**src/rtl/muldiv_unit_if.sv**
```systemverilog
// Request/response bundle between the EX stage and the iterative multiply/divide unit.
interface muldiv_unit_if #(
   parameter int WIDTH = 32
);
   logic             start;
   logic [2:0]       op;
   logic [WIDTH-1:0] src_a;
   logic [WIDTH-1:0] src_b;
   logic             cancel;
   logic             busy;
   logic             done;
   logic [WIDTH-1:0] hi;
   logic [WIDTH-1:0] lo;

   modport master (
      output start, op, src_a, src_b, cancel,
      input  busy, done, hi, lo
   );

   modport slave (
      input  start, op, src_a, src_b, cancel,
      output busy, done, hi, lo
   );
endinterface

```
**src/rtl/muldiv_unit.sv**
```systemverilog
// Iterative MIPS multiply/divide unit with HI/LO registers.
// Multiply is shift-add and divide is restoring division, one bit per cycle
// on operand magnitudes. A final FIX cycle applies the result signs and
// writes HI/LO together.
module muldiv_unit #(
   parameter int WIDTH = 32,
   parameter int CNT_W = $clog2(WIDTH) + 1
) (
   input  logic         clk,
   input  logic         reset,
   muldiv_unit_if.slave bus
);

   localparam logic [2:0] OP_MTHI = 3'd4;
   localparam logic [2:0] OP_MTLO = 3'd5;

   typedef enum logic [1:0] {IDLE, CALC, FIX} state_t;

   state_t           state, state_nxt;
   logic [CNT_W-1:0] cnt;
   logic             done_r;
   logic [WIDTH-1:0] hi_r, lo_r;

   logic             load, step, fix_wr, wr_hi, wr_lo;

   // Datapath: acc is the running upper product / partial remainder,
   // sh is the multiplier being consumed / quotient being built,
   // md is the multiplicand / divisor magnitude.
   logic [WIDTH-1:0] acc, sh, md, a_raw;
   logic             is_div, neg_q, neg_r, div0;

   logic [WIDTH-1:0] acc_nxt, sh_nxt;
   logic [WIDTH:0]   mul_sum, div_sh;
   logic [WIDTH-1:0] div_dif;
   logic             div_ge;
   logic [WIDTH-1:0] res_hi, res_lo;
   logic             op_signed;

   // Magnitude of an operand; the most-negative value maps to 2**(WIDTH-1).
   function automatic logic [WIDTH-1:0] mag(input logic [WIDTH-1:0] v, input logic sgn);
      logic signed [WIDTH-1:0] s;
      s = $signed(v);
      return (sgn && s < 0) ? $unsigned(-s) : v;
   endfunction

   // Two's-complement negation of a WIDTH-bit magnitude when neg is set.
   function automatic logic [WIDTH-1:0] sign_fix(input logic [WIDTH-1:0] m, input logic neg);
      logic signed [WIDTH-1:0] s;
      s = $signed(m);
      return neg ? $unsigned(-s) : m;
   endfunction

   // Two's-complement negation of a full 2*WIDTH-bit product when neg is set.
   function automatic logic [2*WIDTH-1:0] sign_fix2(input logic [2*WIDTH-1:0] m, input logic neg);
      logic signed [2*WIDTH-1:0] s;
      s = $signed(m);
      return neg ? $unsigned(-s) : m;
   endfunction

   assign op_signed = ~bus.op[0];

   // State, iteration counter and done pulse.
   always_ff @(posedge clk) begin
      if (reset) begin
         state  <= IDLE;
         cnt    <= '0;
         done_r <= 1'b0;
      end else begin
         state  <= state_nxt;
         done_r <= fix_wr;
         if (load)
            cnt <= '0;
         else if (step)
            cnt <= cnt + 1'b1;
      end
   end

   // Next-state and control strobes; cancel beats start and aborts any in-flight op.
   always_comb begin
      state_nxt = state;
      load      = 1'b0;
      step      = 1'b0;
      fix_wr    = 1'b0;
      wr_hi     = 1'b0;
      wr_lo     = 1'b0;
      case (state)
         IDLE: begin
            if (bus.start && !bus.cancel) begin
               if (!bus.op[2]) begin
                  load      = 1'b1;
                  state_nxt = CALC;
               end else if (bus.op == OP_MTHI) begin
                  wr_hi = 1'b1;
               end else if (bus.op == OP_MTLO) begin
                  wr_lo = 1'b1;
               end
            end
         end
         CALC: begin
            if (bus.cancel) begin
               state_nxt = IDLE;
            end else begin
               step = 1'b1;
               if (cnt == CNT_W'(WIDTH - 1))
                  state_nxt = FIX;
            end
         end
         FIX: begin
            state_nxt = IDLE;
            fix_wr    = !bus.cancel;
         end
         default: state_nxt = IDLE;
      endcase
   end

   // One multiply or divide iteration on the magnitudes.
   always_comb begin
      mul_sum = {1'b0, acc} + (sh[0] ? {1'b0, md} : {(WIDTH+1){1'b0}});
      div_sh  = {acc, sh[WIDTH-1]};
      div_ge  = div_sh >= {1'b0, md};
      div_dif = div_sh[WIDTH-1:0] - md;
      if (is_div) begin
         acc_nxt = div_ge ? div_dif : div_sh[WIDTH-1:0];
         sh_nxt  = {sh[WIDTH-2:0], div_ge};
      end else begin
         acc_nxt = mul_sum[WIDTH:1];
         sh_nxt  = {mul_sum[0], sh[WIDTH-1:1]};
      end
   end

   // Final HI/LO values with sign correction and the divide-by-zero override.
   always_comb begin
      res_hi = '0;
      res_lo = '0;
      if (!is_div) begin
         {res_hi, res_lo} = sign_fix2({acc, sh}, neg_q);
      end else if (div0) begin
         res_hi = a_raw;
         res_lo = '1;
      end else begin
         res_hi = sign_fix(acc, neg_r);
         res_lo = sign_fix(sh, neg_q);
      end
   end

   // Operand capture on accept, then one iteration per CALC cycle.
   always_ff @(posedge clk) begin
      if (load) begin
         is_div <= bus.op[1];
         neg_q  <= op_signed & (bus.src_a[WIDTH-1] ^ bus.src_b[WIDTH-1]);
         neg_r  <= op_signed & bus.src_a[WIDTH-1];
         div0   <= (bus.src_b == '0);
         a_raw  <= bus.src_a;
         acc    <= '0;
         if (bus.op[1]) begin
            sh <= mag(bus.src_a, op_signed);
            md <= mag(bus.src_b, op_signed);
         end else begin
            sh <= mag(bus.src_b, op_signed);
            md <= mag(bus.src_a, op_signed);
         end
      end else if (step) begin
         acc <= acc_nxt;
         sh  <= sh_nxt;
      end
   end

   // HI/LO architectural registers.
   always_ff @(posedge clk) begin
      if (reset) begin
         hi_r <= '0;
         lo_r <= '0;
      end else if (fix_wr) begin
         hi_r <= res_hi;
         lo_r <= res_lo;
      end else begin
         if (wr_hi)
            hi_r <= bus.src_a;
         if (wr_lo)
            lo_r <= bus.src_a;
      end
   end

   assign bus.busy = (state != IDLE);
   assign bus.done = done_r;
   assign bus.hi   = hi_r;
   assign bus.lo   = lo_r;

endmodule

```
**src/flat_wrapper.sv**
```systemverilog
// flat-port wrapper written by rule: the top's interface ports become plain ports
module muldiv_unit_flat 
#(
   parameter int WIDTH = 32,
   parameter int CNT_W = $clog2(WIDTH) + 1
)
  (clk, reset, bus_start, bus_op, bus_src_a, bus_src_b, bus_cancel, bus_busy, bus_done, bus_hi, bus_lo);
  muldiv_unit_if #(.WIDTH(WIDTH)) bus_i ();
  input  logic clk;
  input  logic reset;
  input wire logic [$bits(bus_i.start)-1:0] bus_start;
  input wire logic [$bits(bus_i.op)-1:0] bus_op;
  input wire logic [$bits(bus_i.src_a)-1:0] bus_src_a;
  input wire logic [$bits(bus_i.src_b)-1:0] bus_src_b;
  input wire logic [$bits(bus_i.cancel)-1:0] bus_cancel;
  output wire logic [$bits(bus_i.busy)-1:0] bus_busy;
  output wire logic [$bits(bus_i.done)-1:0] bus_done;
  output wire logic [$bits(bus_i.hi)-1:0] bus_hi;
  output wire logic [$bits(bus_i.lo)-1:0] bus_lo;
  assign bus_i.start = bus_start;
  assign bus_i.op = bus_op;
  assign bus_i.src_a = bus_src_a;
  assign bus_i.src_b = bus_src_b;
  assign bus_i.cancel = bus_cancel;
  assign bus_busy = bus_i.busy;
  assign bus_done = bus_i.done;
  assign bus_hi = bus_i.hi;
  assign bus_lo = bus_i.lo;
  muldiv_unit #(.WIDTH(WIDTH), .CNT_W(CNT_W)) u_core (.clk(clk), .reset(reset), .bus(bus_i));
endmodule
```
**config.mk**
```make
export PLATFORM = sky130hd
export DESIGN_NAME = muldiv_unit_flat
export DESIGN_NICKNAME = d
export VERILOG_FILES = /design/src/rtl/muldiv_unit_if.sv /design/src/rtl/muldiv_unit.sv /design/src/flat_wrapper.sv
export SDC_FILE = /design/constraint.sdc
export NUM_CORES = 1
export LEC_CHECK = 0
export ABC_AREA = 1
export BUFFER_PORTS_ARGS = -buffer_cell sky130_fd_sc_hd__buf_2
export CAP_MARGIN = 20
export CELL_PAD_IN_SITES_DETAIL_PLACEMENT = 1
export CELL_PAD_IN_SITES_GLOBAL_PLACEMENT = 1
export CORE_MARGIN = 3
export CORE_UTILIZATION = 35
export DETAILED_ROUTE_END_ITERATION = 6
export PLACE_DENSITY = 0.8
export SYNTH_ARGS = -nofsm -noshare
export SYNTH_HDL_FRONTEND = slang
export SYNTH_SLANG_ARGS = --single-unit
```
**constraint.sdc**
```tcl
create_clock -name clk -period 6.8 [get_ports clk]
set_input_delay 0.34 -clock clk [delete_from_list [all_inputs] [get_ports clk]]
set_output_delay 0.34 -clock clk [all_outputs]
set_load 0.02 [all_outputs]
```
# [Word-level counts from Yosys, hierarchy flattened]
# Index checks and enable logic that the tools add are counted.
[word_totals] ff_bits=205 latch_bits=0 mem_bits_rw=0 rom_bits=0 input_bits=71 out_inout_bits=66 n_memories=0
[op_classes] addsub=8 multipliers=0 div=0 order_cmp=3 n_eq_ne=8 n_shift=0 n_mux=41 bitwise_logic=4 reduce_logical=12
[ops] operator="32-bit two-way mux" count=20
[ops] operator="32-bit negation" count=4
[ops] operator="32-bit by 1-bit less-than comparator with 1-bit output (second input constant)" count=2
[ops] operator="64-bit two-way mux" count=1
[ops] operator="64-bit negation" count=1
[ops] operator="32-bit by 33-bit adder with 33-bit output" count=1
[ops] operator="33-bit by 32-bit >= comparator with 1-bit output" count=1
[ops] operator="32-bit logical NOT" count=1
[ops] operator="32-bit subtractor" count=1
[ops] operator="1-bit two-way mux" count=15
[ops] operator="2-bit two-way mux" count=4
[ops] operator="2-bit nonzero test" count=4
[ops] operator="6-bit by 1-bit adder with 6-bit output (second input constant)" count=1
[ops] operator="3-bit equality test (second input constant)" count=2
[ops] operator="6-bit by 5-bit equality test with 1-bit output (second input constant)" count=1
[ops] operator="2-bit case mux with 2 select lines" count=1
[ops] operator="1-bit logical AND" count=3
[ops] operator="3-bit by 2-bit inequality test with 1-bit output (second input constant)" count=1
[ops] operator="3-bit AND reduction" count=1
[ops] operator="1-bit bitwise AND" count=2
[ops] operator="2-bit by 1-bit equality test with 1-bit output (second input constant)" count=1
[ops] operator="2-bit equality test (second input constant)" count=1
[ops] operator="2-bit logical NOT" count=1
[ops] operator="2-bit by 1-bit inequality test with 1-bit output (second input constant)" count=1
[ops] operator="other kinds (5)" count=5

# [Longest topological paths before layout]
# Gate-level depths: netlist of the first run.
[logic_depth] ltp_word=8 depth_mapped=20 ltp_nobuf=18

# [Worst setup path before layout of the first run]
# OpenSTA, ideal clock, no wires.
[synth_timing] path_kind="register -> register" startpoint="reg u_core.state[1]" endpoint="reg u_core.sh[6], data pin" arrival_time_ns=2.253 required_ns=6.497 path_slack_ns=4.245 stages_incl_launch_ff=9 n_path_buf=2 period_less_slack_ns=2.555 cell_sequence="dfxtp_1 nor2_1 inv_1 nor2_1 inv_1 nor2_1 clkbuf_1 buf_2 o22ai_1"
[synth_between] elab_chain_cells=3
[synth_rtl] element="from (decl)" line="muldiv_unit.sv:19" source="state_t state, state_nxt;"
[synth_rtl] element="from (signal assigned)" line="muldiv_unit.sv:69" source="state <= state_nxt;"
[synth_rtl] element="2-bit logical NOT" line="muldiv_unit.sv:86" source="case (state)"
[synth_rtl] element="1-bit two-way mux" line="muldiv_unit.sv:86"
[synth_rtl] element="net u_core.load" line="muldiv_unit.sv:24" source="logic load, step, fix_wr, wr_hi, wr_lo;"
[synth_rtl] element="32-bit two-way mux" line="muldiv_unit.sv:148" source="if (load) begin"
[synth_rtl] element="to (signal assigned)" line="muldiv_unit.sv:156" source="sh <= mag(bus.src_a, op_signed);"
[synth_rtl] element="to (signal assigned)" line="muldiv_unit.sv:159" source="sh <= mag(bus.src_b, op_signed);"
[synth_rtl] element="to (signal assigned)" line="muldiv_unit.sv:164" source="sh <= sh_nxt;"
[synth_rtl] element="to (decl)" line="muldiv_unit.sv:29" source="logic [WIDTH-1:0] acc, sh, md, a_raw;"
# The timed path passes the listed nets, and every way through them passes these cells.
# A chain may end at the register's enable or synchronous reset.

# [Worst setup path after layout of the first run]
[layout_timing] startpoint="reg u_core.state[1]" endpoint="reg u_core.sh[3], data pin"
[layout_between] elab_chain_cells=3
[layout_rtl] element="2-bit logical NOT" line="muldiv_unit.sv:86"
[layout_rtl] element="1-bit two-way mux" line="muldiv_unit.sv:86"
[layout_rtl] element="32-bit two-way mux" line="muldiv_unit.sv:148"
# No other way between the ends.

==> results.py, run 1 <==
metrics = {
    "outcome": {
        "outcome": "complete, no violations",
    },
    "yosys": {
        "yosys_warnings": 0,
        "synth_edf_count": 100,
        "ys_async_sr_fraction": 0,
        "ys_seq_elements": 205,
        "synth_area_per_cell_sq_um": 5.822,
        "synth_ff_type": "dfxtp_1",
        "synthDistinctLibCells": 48,
        "synthCells": 3447,
        "ys_seq_area_frac": 0.2544,
        "syn_nets": 3589,
        "syn_area_sq_um": 20070,
    },
    "finish": {
        "layout-drive-gt1-share": 0.07372,
        "layout.nets": 3652,
        "fillers": 7897,
        "final_common_cell": "nand2_1",
        "fin_cells": 4284,
        "areaGrowthSynthToFinish_pct": 10.76,
        "final_cell_mix": "1141 x nand2_1, 486 x inv_1, 343 x nor2_1",
    },
    "min_path": {
        "hold_start": "bus_src_a[1]",
        "hold_path_depth": 1,
        "hp-class": "input port to flop",
        "hold-path-endpoint": "u_core.a_raw[1]$_DFFE_PP_",
    },
    "sta": {
        "hold-worst-slack_ns": 0.03515,
        "finalMaxSlewViolations": 0,
        "hold_viol_final": 0,
        "max_freq_mhz": 292.9,
        "fin_crit_sh": 0.5021,
        "min_period_ns": 3.414,
        "setup_ws_ns": 3.386,
        "setup_violations": 0,
        "finClkSkew_ns": 0.01590,
        "fin_setup_tns_ns": 0,
        "slew_headroom": 0.3812,
        "worst_pin_slew_ns": 0.9272,
        "rsz0062_at_grt": "false",
    },
    "route": {
        "drc": 0,
        "drt_pass1_iterations": 5,
        "vias": 23519,
        "drt_iter0_drc": 2104,
        "wirelength_mm": 91.22,
        "vias_per_cell": 5.490,
        "final_antenna_net_count": 0,
        "wl_per_cell_um": 21.29,
    },
    "worst_setup_path": {
        "endpoint_kind": "flop",
        "crit_chain": "nor2_1 > inv_1 > nor2_1 > inv_1 > nor2_4 > buf_4 > buf_4 > o21ai_0 > a21oi_1 > a21oi_1",
        "cp.required_ns": 7.09,
        "crit_type": "flop to flop",
        "slowest_stage": "buf_4",
        "crit_fanout": 61,
        "cp.arrival_ns": 3.71,
        "r2r_cells": 10,
        "r2r-end": "u_core.sh[3]$_DFFE_PP_",
        "r2r_setup_slack_ns": 3.39,
        "r2r-start": "u_core.state[1]$_SDFFE_PP0P_",
        "critPathMaxStageDelay_ns": 0.66,
        "cp-start-kind": "flop",
    },
    "flow_run": {
        "cap_violations": 0,
    },
    "floorplanning": {
        "initial_core_util": 0.3545,
        "die_w_um": 245.4,
        "row_count": 87,
        "die_area_sq_um": 60240,
        "dieHeight_um": 245.4,
        "core_area_sq_um": 56600,
        "io_pins": 137,
    },
    "clock_tree": {
        "clockBufferDepth": 3,
        "cts_tree": "yes",
        "cts-root-buf": "clkbuf_16",
        "cts_max_level": 1,
        "ctsHoldBuffers": 3,
        "post_cts_buffers": 0,
        "clkTransAtPathRegs_ns": 0.06,
        "cts_inserted_buffers": 25,
        "cts_sinks": 205,
        "insertion_delay_ns": 0.57,
        "cts_resized": 0,
    },
    "placement": {
        "place_congestion": 0.9941,
        "place_ws_ns": 3.352,
        "dp_hpwl_mm": 72.17,
        "place_inst": 4236,
        "port_buffers": 136,
    },
    "power": {
        "p_leak_nw": 11.25,
        "vdd_drop_max_mv": 0.1711,
        "power_density_nw_per_um2": 202.0,
        "p_total_mw": 4.490,
    },
    "global_route": {
        "grt_pass1_vias": 22810,
        "grt_antenna_before_repair": 1,
        "grt_pass1_wl_mm": 137.3,
        "grt_max_degree": 129,
        "grt.overflow.total": 0,
        "grt_usage": 0.2950,
    },
}
[Yosys cell counts (2+ instances only)]
cell type | n | area share
o21ai_0 | 290 | 0.072
buf_1 | 16 | 0.0030
xor2_1 | 67 | 0.029
o21ai_1 | 13 | 0.0032
inv_2 | 6 | 0.0011
xnor2_1 | 8 | 0.0035
clkbuf_1 | 85 | 0.016
inv_1 | 486 | 0.091
nor3b_1 | 2 | 0.00075
a21oi_1 | 142 | 0.035
nand3_1 | 297 | 0.074
nor3_1 | 30 | 0.0075
o21a_1 | 7 | 0.0026
o22ai_1 | 6 | 0.0019
edfxtp_1 | 100 | 0.15
or2_2 | 8 | 0.0025
buf_6 | 6 | 0.0034
a31oi_1 | 37 | 0.012
nand2_1 | 1141 | 0.21
nor2_1 | 345 | 0.065
nor2_2 | 10 | 0.0031
nand4_1 | 43 | 0.013
nor2_4 | 5 | 0.0028
nand3b_1 | 24 | 0.0090
nor3_2 | 4 | 0.0020
dfxtp_1 | 105 | 0.10
o31ai_1 | 5 | 0.0019
o21ai_2 | 4 | 0.0017
a21o_1 | 2 | 0.00075
o211ai_1 | 21 | 0.0079
clkinv_1 | 3 | 0.00056
ha_1 | 69 | 0.043
o21bai_1 | 11 | 0.0041
nand2_4 | 2 | 0.0011
buf_2 | 21 | 0.0052
nand2_2 | 8 | 0.0025
fa_1 | 2 | 0.0020
nand3_2 | 6 | 0.0030
[layout make-up]
type / count / area, sq um / area share
inverter: 495 / 1858 / 0.08360
sequential: 205 / 5105 / 0.2297
clock inverter: 15 / 168.9 / 0.007600
timing repair buffer: 165 / 918.4 / 0.04132
antenna: 1 / 2.502 / 0.0001126
tap: 756 / 945.9 / 0.04256
multi-input combinational: 2618 / 12580 / 0.5658
clock buffer: 29 / 650.6 / 0.02927
[how the worst max path moves through the flow]
stage | start | to | slack [ns] | cells after the start
floorplan | u_core.state[1]$_SDFFE_PP0P_ | u_core.sh[6]$_DFFE_PP_ | 4.24 | 8
global placement | bus_cancel | u_core.sh[2]$_DFFE_PP_ | 3.36 | 11
detailed placement | bus_cancel | u_core.sh[3]$_DFFE_PP_ | 3.35 | 11
CTS | u_core.state[1]$_SDFFE_PP0P_ | u_core.sh[3]$_DFFE_PP_ | 3.43 | 10
global route | u_core.state[1]$_SDFFE_PP0P_ | u_core.sh[3]$_DFFE_PP_ | 3.12 | 10
finish | u_core.state[1]$_SDFFE_PP0P_ | u_core.sh[3]$_DFFE_PP_ | 3.39 | 10
[logic make-up (layout without fill, tap and decap cells)]
family,Yosys count,after routing,share of synthesized area
other,0,1,0
buffers and inverters,624,704,0.1203
and+or+nand+nor,1931,1931,0.4028
DFF,205,205,0.2544
AOI/OAI and AO/OA,541,541,0.1447
xor gates and xnor gates,75,75,0.03273
adders and majority gates,71,71,0.04502
[critical path: cells and delay by family (launching register included)]
| kind | cells | cell delay, ns |
|---|---|---|
| buffers and inverters | 4 | 1.45 |
| AND/OR/NAND/NOR | 3 | 0.90 |
| AO/OA/AOI/OAI | 3 | 0.40 |
| flip-flops | 1 | 0.35 |
[layer usage]
layer	up-vias	GRT usage	share of wire
met3	198	0.04242	0.084
li1	11191	-	-
met2	947	0.4539	0.43
met5	-	0	0
met4	0	0.1315	0.053
met1	11183	0.4093	0.44
[registers in the layout, indices dropped and copies added, names as in the netlist]
| signal | count |
|---|---|
| u_core.state | 2 |
| u_core.md | 32 |
| u_core.bus.lo | 32 |
| u_core.acc | 32 |
| u_core.bus.hi | 32 |
| u_core.neg_q | 1 |
| u_core.cnt | 6 |
| u_core.is_div | 1 |
| u_core.a_raw | 32 |
| u_core.bus.done | 1 |
| u_core.neg_r | 1 |
| u_core.div0 | 1 |
| u_core.sh | 32 |
[metrics by stage]
step	util	cell area (sq um)
finish	0.3926	22230
CTS	0.3926	22220
global placement	0.3776	21370
floorplan	-	20070
detailed placement	0.3776	21370
global route	0.3926	22220
[report_power, final]
group / internal [mW] / switching, mW
Clock: 0.801 / 0.595
Sequential: 1.37 / 0.182
Combinational: 0.450 / 1.09
Total: 2.62 / 1.87
No activity file was read; power rests on OpenSTA's default activity.
==> run 2: changes to the inputs <==
- clock period: 6.8 -> 3.46 ns (I/O delays scaled with it)
==> results.py, run 2 (same netlist as run 1, synthesis figures left out) <==
metrics = {
    "floorplanning": {
        "dieHeight_um": 245.4,
        "die_w_um": 245.4,
        "die_area_sq_um": 60240,
        "io_pins": 137,
        "row_count": 87,
        "core_area_sq_um": 56600,
        "initial_core_util": 0.3545,
    },
    "power": {
        "vdd_drop_max_mv": 0.3235,
        "power_density_nw_per_um2": 398.1,
        "p_leak_nw": 11.62,
    },
    "worst_setup_path": {
        "r2r_setup_slack_ns": 0.24,
        "critPathTopFamily": "simple AND/OR/NAND/NOR gates",
        "critPathBufInv": 3,
        "slowest_stage": "edfxtp_1",
        "crit_chain": "nand2_1 > inv_1 > ha_1 > nand2_1 > inv_1 > nand2_1 > inv_1 > a21oi_1 > nor2_1 > nor2_1 > nand3_1 > nand2_1 > nor2_1 > nor2_1 > a21oi_1",
        "endpoint_kind": "flop",
        "cp-start-kind": "flop",
        "crit_type": "flop to flop",
        "critPathMaxStageDelay_ns": 0.88,
        "cp.arrival_ns": 3.66,
        "cp.required_ns": 3.90,
        "crit_fanout": 21,
    },
    "placement": {
        "place_area_sq_um": 21740,
        "place_inst": 4276,
        "port_buffers": 136,
        "dp_hpwl_mm": 75.43,
        "place_congestion": 1.026,
    },
    "route": {
        "vias": 24323,
        "wirelength_mm": 95.90,
        "final_antenna_net_count": 0,
        "drt_pass1_iterations": 5,
        "wl_per_cell_um": 22.01,
        "vias_per_cell": 5.581,
        "drc": 0,
        "drt_iter0_drc": 2387,
    },
    "global_route": {
        "grt_max_degree": 128,
        "grt.overflow.total": 0,
        "grt_pass1_vias": 23471,
        "grt_antenna_before_repair": 3,
        "grt_pass1_wl_mm": 143.8,
        "grt_usage": 0.3099,
    },
    "clock_tree": {
        "clockBufferDepth": 3,
        "cts_tree": "yes",
        "cts_sinks": 205,
        "cts-root-buf": "clkbuf_16",
        "clkTransAtPathRegs_ns": 0.06,
        "cts_max_level": 1,
        "cts_inserted_buffers": 26,
        "post_cts_buffers": 0,
        "insertion_delay_ns": 0.60,
    },
    "finish": {
        "layout.nets": 3724,
        "multi_input_area_sq_um": 12580,
        "areaGrowthSynthToFinish_pct": 14.37,
        "layout-drive-gt1-share": 0.08384,
        "ff_latch_area_sq_um": 5105,
        "antenna_cells": 0,
        "final_cell_mix": "1141 x nand2_1, 486 x inv_1, 343 x nor2_1",
        "fin_cells": 4358,
        "final_cell_area_sq_um": 22950,
        "final_common_cell": "nand2_1",
        "fin_util": 0.4055,
        "fillers": 7894,
    },
    "sta": {
        "finalMaxSlewViolations": 0,
        "max_freq_mhz": 310.2,
        "slew_headroom": 0.4200,
        "fin_crit_sh": 0.9316,
        "rsz0062_at_grt": "false",
        "fin_setup_tns_ns": 0,
        "hold-worst-slack_ns": 0.05491,
        "hold_viol_final": 0,
        "setup_violations": 0,
        "finClkSkew_ns": 0.04536,
        "min_period_ns": 3.223,
        "worst_pin_slew_ns": 0.8691,
    },
    "outcome": {
        "outcome": "complete, no violations",
    },
    "min_path": {
        "hp-class": "input port to flop",
    },
    "flow_run": {
        "cap_violations": 0,
    },
}
==> run 2: cell count changes in the layout (fill, tap and decap cells not counted), moves of 4 or more <==
cell	before	now
dlygate4sd3_1	3	34
clkbuf_16	25	29
buf_4	25	60
buf_12	1	6
clkbuf_1	3	8
==> run 2: layer usage <==
metal	up-vias	share of wire	track usage
li1	11329	-	-
met1	11685	0.43	0.4263
met2	1084	0.43	0.4738
met3	221	0.089	0.05081
met4	4	0.056	0.1445
met5	-	0.00022	0
==> run 2: worst paths after layout <==
kind	cells past startpoint	startpoint	endpoint
setup / recovery	15	u_core.sh[0]$_DFFE_PP_	u_core.acc[26]$_SDFFE_PP0P_
hold / removal	3	bus_src_b[29]	u_core.md[29]$_DFFE_PP_
setup reg to reg	15	u_core.sh[0]$_DFFE_PP_	u_core.acc[26]$_SDFFE_PP0P_
hold reg to reg	2	u_core.cnt[3]$_SDFFE_PP0P_	u_core.cnt[3]$_SDFFE_PP0P_
==> run 2: worst min-delay path, stage by stage <==
cell	delay, ns
buf_2	0.12
nand2_1	0.08
a31oi_1	0.09
==> run 2: area by class of cell <==
type	count	area share
Clock buffer	40	0.03473
Clock inverter	8	0.003216
Inverter	495	0.08112
Multi-Input combinational cell	2618	0.5479
Sequential cell	205	0.2224
Tap cell	756	0.04121
Timing Repair Buffer	236	0.06935
==> run 2: where the power goes <==
part           switching (mW)  internal [mW]
clock                    1.24           1.60
sequential              0.164           2.69
combinational            2.44           1.00
total                    3.84           5.29
==> run 2: timing repair <==
item / CTS / global route
endpoints found under the setup margin: 0 / 1
endpoints found under the hold margin: 45 / 0
gates resized for setup: 0 / 1
hold buffers: 34 / 0
==> run 2: per-stage QoR <==
step | setup WS (ns) | power (mW)
2_1_floorplan | 0.9048 | 4.930
3_3_place_gp | 0.2933 | 6.116
3_5_place_dp | 0.2792 | 6.177
4_1_cts | 0.2646 | 9.015
5_1_grt | 0.02978 | 9.560
6_report | 0.2368 | 9.136
